## src/rtl/hls_uint16_to_fp17_arb.sv

```systemverilog
// Round-robin share of one uint16->fp17 core among NREQ requesters, with an in-order tag FIFO routing results back.
// Zero added latency on issue and return; a stalled result blocks all returns, and issue stops at TAG_DEPTH in flight.

module hls_uint16_to_fp17_arb_fifo #(
  parameter int WIDTH = 2,
  parameter int DEPTH = 8
) (
  input  logic                     nvdla_core_clk,
  input  logic                     nvdla_core_rstn,
  input  logic                     push,
  input  logic [WIDTH-1:0]         push_dat,
  input  logic                     pop,
  output logic [WIDTH-1:0]         head_dat,
  output logic                     empty,
  output logic                     full,
  output logic [$clog2(DEPTH):0]   count
);
  localparam int AW = $clog2(DEPTH);
  localparam int CW = AW + 1;

  logic [WIDTH-1:0] mem [DEPTH];
  logic [AW-1:0]    wr_ptr;
  logic [AW-1:0]    rd_ptr;

  always_ff @(posedge nvdla_core_clk) begin
    if (push) mem[wr_ptr] <= push_dat;
  end

  always_ff @(posedge nvdla_core_clk or negedge nvdla_core_rstn) begin
    if (!nvdla_core_rstn) begin
      wr_ptr <= '0;
      rd_ptr <= '0;
      count  <= '0;
    end else begin
      if (push) wr_ptr <= wr_ptr + AW'(1);
      if (pop)  rd_ptr <= rd_ptr + AW'(1);
      case ({push, pop})
        2'b10:   count <= count + CW'(1);
        2'b01:   count <= count - CW'(1);
        default: count <= count;
      endcase
    end
  end

  assign head_dat = mem[rd_ptr];
  assign empty    = (count == '0);
  assign full     = (count == CW'(DEPTH));
endmodule

module hls_uint16_to_fp17_arb #(
  parameter int NREQ      = 4,
  parameter int TAG_DEPTH = 8
) (
  input  logic                       nvdla_core_clk,
  input  logic                       nvdla_core_rstn,
  input  logic [NREQ-1:0]            cfg_req_en,
  input  logic [NREQ-1:0]            req_vld,
  output logic [NREQ-1:0]            req_rdy,
  input  logic [16*NREQ-1:0]         req_pd,
  output logic                       core_i_vld,
  input  logic                       core_i_rdy,
  output logic [15:0]                core_i_pd,
  input  logic                       core_o_vld,
  output logic                       core_o_rdy,
  input  logic [16:0]                core_o_pd,
  output logic [NREQ-1:0]            rsp_vld,
  input  logic [NREQ-1:0]            rsp_rdy,
  output logic [16:0]                rsp_pd,
  output logic [$clog2(TAG_DEPTH):0] outstanding,
  output logic                       err_orphan
);
  localparam int TW = $clog2(NREQ);

  logic [NREQ-1:0] elig;
  logic [TW-1:0]   rr_ptr;
  logic [TW-1:0]   grant;
  logic [TW-1:0]   head;
  logic            any_elig;
  logic            tag_full;
  logic            tag_empty;
  logic            issue;
  logic            ret;
  logic            head_rdy;

  assign elig = req_vld & cfg_req_en;

  // Scan from farthest to nearest so the last hit is the first eligible at or after rr_ptr.
  always_comb begin
    logic [TW:0] sum;
    grant    = rr_ptr;
    any_elig = 1'b0;
    sum      = '0;
    for (int k = NREQ - 1; k >= 0; k--) begin
      sum = {1'b0, rr_ptr} + (TW+1)'(k);
      if (sum >= (TW+1)'(NREQ)) sum = sum - (TW+1)'(NREQ);
      if (elig[sum[TW-1:0]]) begin
        grant    = sum[TW-1:0];
        any_elig = 1'b1;
      end
    end
  end

  // Reset gating keeps the combinational valid low while the tag FIFO is being cleared.
  assign core_i_vld = nvdla_core_rstn & any_elig & ~tag_full;
  assign issue      = core_i_vld & core_i_rdy;

  always_comb begin
    core_i_pd = '0;
    req_rdy   = '0;
    rsp_vld   = '0;
    head_rdy  = 1'b0;
    for (int i = 0; i < NREQ; i++) begin
      if (grant == TW'(i)) begin
        core_i_pd  = req_pd[16*i +: 16];
        req_rdy[i] = issue;
      end
      if (head == TW'(i)) begin
        rsp_vld[i] = core_o_vld & ~tag_empty;
        head_rdy   = rsp_rdy[i];
      end
    end
  end

  assign core_o_rdy = head_rdy & ~tag_empty;
  assign ret        = core_o_vld & core_o_rdy;
  assign rsp_pd     = core_o_pd;

  hls_uint16_to_fp17_arb_fifo #(
    .WIDTH (TW),
    .DEPTH (TAG_DEPTH)
  ) u_tag_fifo (
    .nvdla_core_clk  (nvdla_core_clk),
    .nvdla_core_rstn (nvdla_core_rstn),
    .push            (issue),
    .push_dat        (grant),
    .pop             (ret),
    .head_dat        (head),
    .empty           (tag_empty),
    .full            (tag_full),
    .count           (outstanding)
  );

  always_ff @(posedge nvdla_core_clk or negedge nvdla_core_rstn) begin
    if (!nvdla_core_rstn) begin
      rr_ptr     <= '0;
      err_orphan <= 1'b0;
    end else begin
      if (issue) rr_ptr <= (grant == TW'(NREQ - 1)) ? '0 : grant + TW'(1);
      if (core_o_vld && tag_empty) err_orphan <= 1'b1;
    end
  end
endmodule

```

## config.mk

```make
export PLATFORM = sky130hd
export DESIGN_NAME = hls_uint16_to_fp17_arb
export DESIGN_NICKNAME = d
export VERILOG_FILES = /design/src/rtl/hls_uint16_to_fp17_arb.sv
export SDC_FILE = /design/constraint.sdc
export NUM_CORES = 1
export LEC_CHECK = 0
export ABC_AREA = 1
export CORE_MARGIN = 2
export CORE_UTILIZATION = 30
export CTS_CLUSTER_SIZE = 30
export DETAILED_ROUTE_END_ITERATION = 16
export GPL_ROUTABILITY_DRIVEN = 0
export PLACE_DENSITY = 0.64
export SYNTH_ARGS = -nofsm -noshare
export SYNTH_HDL_FRONTEND = slang
export SYNTH_SLANG_ARGS = --single-unit
```

## constraint.sdc

```tcl
create_clock -name nvdla_core_clk -period 4.31 [get_ports nvdla_core_clk]
set_input_delay 0.862 -clock nvdla_core_clk [delete_from_list [all_inputs] [get_ports nvdla_core_clk]]
set_output_delay 0.862 -clock nvdla_core_clk [all_outputs]
set_load 0.05 [all_outputs]
```

==> reports/results.ini <==
[clocking]
clk_pin_slew_ps=60
cts.sinks=29
root_buffer=clkbuf_8
tritoncts=built
cts-htree-levels=2
insertion_delay_ps=290
clock_path_buffers=2
cts_buffers=5

[floorplanning]
start_util_pct=31.2
core_sq_um=7770
die_area_sq_um=8830
pin_count=145
fp.dieH_microns=94.0
fp-row-count=32
die_w_microns=94.0

[setup_path]
cp_cell_sequence=xor2_2, nor2_2, a21oi_2, o21ai_1, o22ai_2, nand2_1, nand2_2, ha_2, nor2_4, buf_6, buf_6, a221oi_1, o31ai_1, buf_4, buf_12
criticalPathCategory=flip-flop to output pin
critPathTopFamily=flip-flops
timing.critical_path.mode_cell=buf_6
cp-start-kind=flip-flop
worst-path-max-fanout=10
crit_buf_inv=4
critPathCaptureType=output pin
worstPathArrival_ps=3170
slowest_delay_ps=760
cpMaxStageDelayCell=dfrtp_1
critPathRequiredTime_ps=3450

[timing]
final_hold_viol_count=0
clock_skew_ps=3.22
slew_headroom_pct=56.1
setup_violations=0
worst_pin_slew_ps=659
setup_ws_ps=280
fmax_ghz=0.248
period_needed_ps=4030
fin_crit_sh_pct=93.5
grt_setup_unrepaired=no
maxSlewViolCount=0

[detailed_routing]
viasPerCell=4.71
wl_per_cell_microns=13.1
totalWireLength_microns=7070
drtPass1Iterations=4
vias=2541
drcViolationCount=0
detail-route-antenna-nets=0
drt_iter0_markers=64

[logic_synthesis]
synth_area_sq_um=2430
yosys.area.top_type=edfxtp_1
synth_sequential_area_ratio_pct=33.2
syn-num-nets=441
synth_edf_count=16
synth_area_leaders=edfxtp_1 (20%), nand2_1 (14%), dfrtp_1 (13%)
avgSynthCellArea_sq_um=7.27
synth_top_area_share_pct=19.8
synthFlopType=edfxtp_1
netlist_instances=334
yosysWarnings=0
synthArstFlopShare_pct=44.8
yosysUniqueCellTypes=35
ys_ff_latch=29

[cells_and_area]
fillerInstances=727
fin_util_pct=53.9
layout-drive-gt1-share_pct=24.2
synthToLayoutAreaGrowth_pct=72.6
fin_cells=540
multiInputGateArea_sq_um=1500
nets=544
seq_area_sq_um=806
final_cell_mix=nand2_1 (83), clkdlybuf4s50_1 (81), inv_1 (41)
diodes=0
final_common_cell=nand2_1

[min_path]
min_path_type=flip-flop to flip-flop

[global_route]
antenna_found_initial=0
grt_max_degree=34
track_usage_pct=16.5
grt-ovfl-total=0
grt_pass1_vias=2604
grt_pass1_wl_microns=11600

[placement]
dp.cells=528
post-place-ws_ps=-92.6
dp_hpwl_microns=5600
port_buffers=110

[job]
cap_violations=0

[status]
status=finished clean

synth_stat cells (2+ instances only):
library cell	number
o21ai_1	3
a21oi_1	2
nand4_1	3
o21ai_2	3
nand2_2	2
o21ai_0	6
nand3_1	17
o31ai_1	16
ha_1	9
xor2_2	2
nor2_1	34
nor2_2	5
xor2_1	3
dfrtp_1	13
buf_4	18
a221oi_1	16
clkbuf_1	10
nor3_1	4
nand2_1	91
edfxtp_1	16
inv_2	3
inv_1	45
state kept, by name (all words and copies together) (netlist names):
register / flops
err_orphan: 1
rr_ptr: 2
u_tag_fifo.count: 4
u_tag_fifo.wr_ptr: 3
u_tag_fifo.rd_ptr: 3
u_tag_fifo.mem: 16
cell type report:
cell class	instances	share of cell area, %
Sequential cell	29	19.2
Inverter	50	4.54
Tap cell	102	3.05
Clock buffer	8	2.15
Multi-Input combinational cell	225	35.8
Timing Repair Buffer	126	35.2
metrics by stage:
stage,cell area [sq um],hold slack (ps),setup TNS [ps]
CTS,4020,490,-36.0
finish,4190,478,0
detailed placement,3900,477,-256
global placement,3900,466,-28.7
floorplan,2550,482,-1870
global route,4190,507,0
timing repair:
action                                  4_1_cts  5_1_grt
buffers inserted                              3        1
endpoints found under the setup margin       11       17
pin swaps                                     1       15
hold buffers                                  0        0
resized for setup                             2       46
final timing paths:
path                                        startpoint                               end  slack [ps]  depth (start not counted)
worst max-delay path             rr_ptr[0]$_DFFE_PN0P_                      core_i_pd[1]         280                         15
worst min-delay path            err_orphan$_DFFE_PN0P_            err_orphan$_DFFE_PN0P_         480                          1
worst max register to register   rr_ptr[0]$_DFFE_PN0P_   u_tag_fifo.count[3]$_DFFE_PN0P_        1350                         16
worst min register to register  err_orphan$_DFFE_PN0P_            err_orphan$_DFFE_PN0P_         480                          1
max in group asynchronous              nvdla_core_rstn  u_tag_fifo.wr_ptr[1]$_DFFE_PN0P_        3170                          2
min in group asynchronous              nvdla_core_rstn             rr_ptr[0]$_DFFE_PN0P_         970                          2
metal layers:
metal	up-vias	track usage [%]	wire length (microns)
met5	-	0	0
met2	109	29.0	3510
li1	1286	-	-
met4	0	6.76	174
met3	15	6.34	718
met1	1131	17.8	2670
cell families (layout without fill, tap and decap cells):
| group | Yosys count | after routing | synth area share, % |
|---|---|---|---|
| AO/OA/AOI/OAI | 50 | 50 | 15.2 |
| XOR/XNOR | 6 | 6 | 2.78 |
| adder cells (fa/ha/maj) | 10 | 10 | 5.46 |
| buffers and inverters | 80 | 184 | 15.6 |
| flip-flops | 29 | 29 | 33.2 |
| AND/OR/NAND/NOR | 159 | 159 | 27.7 |
Power is not shown: default switching activity piles up to over one toggle a cycle in this logic, so the estimate is an artifact.
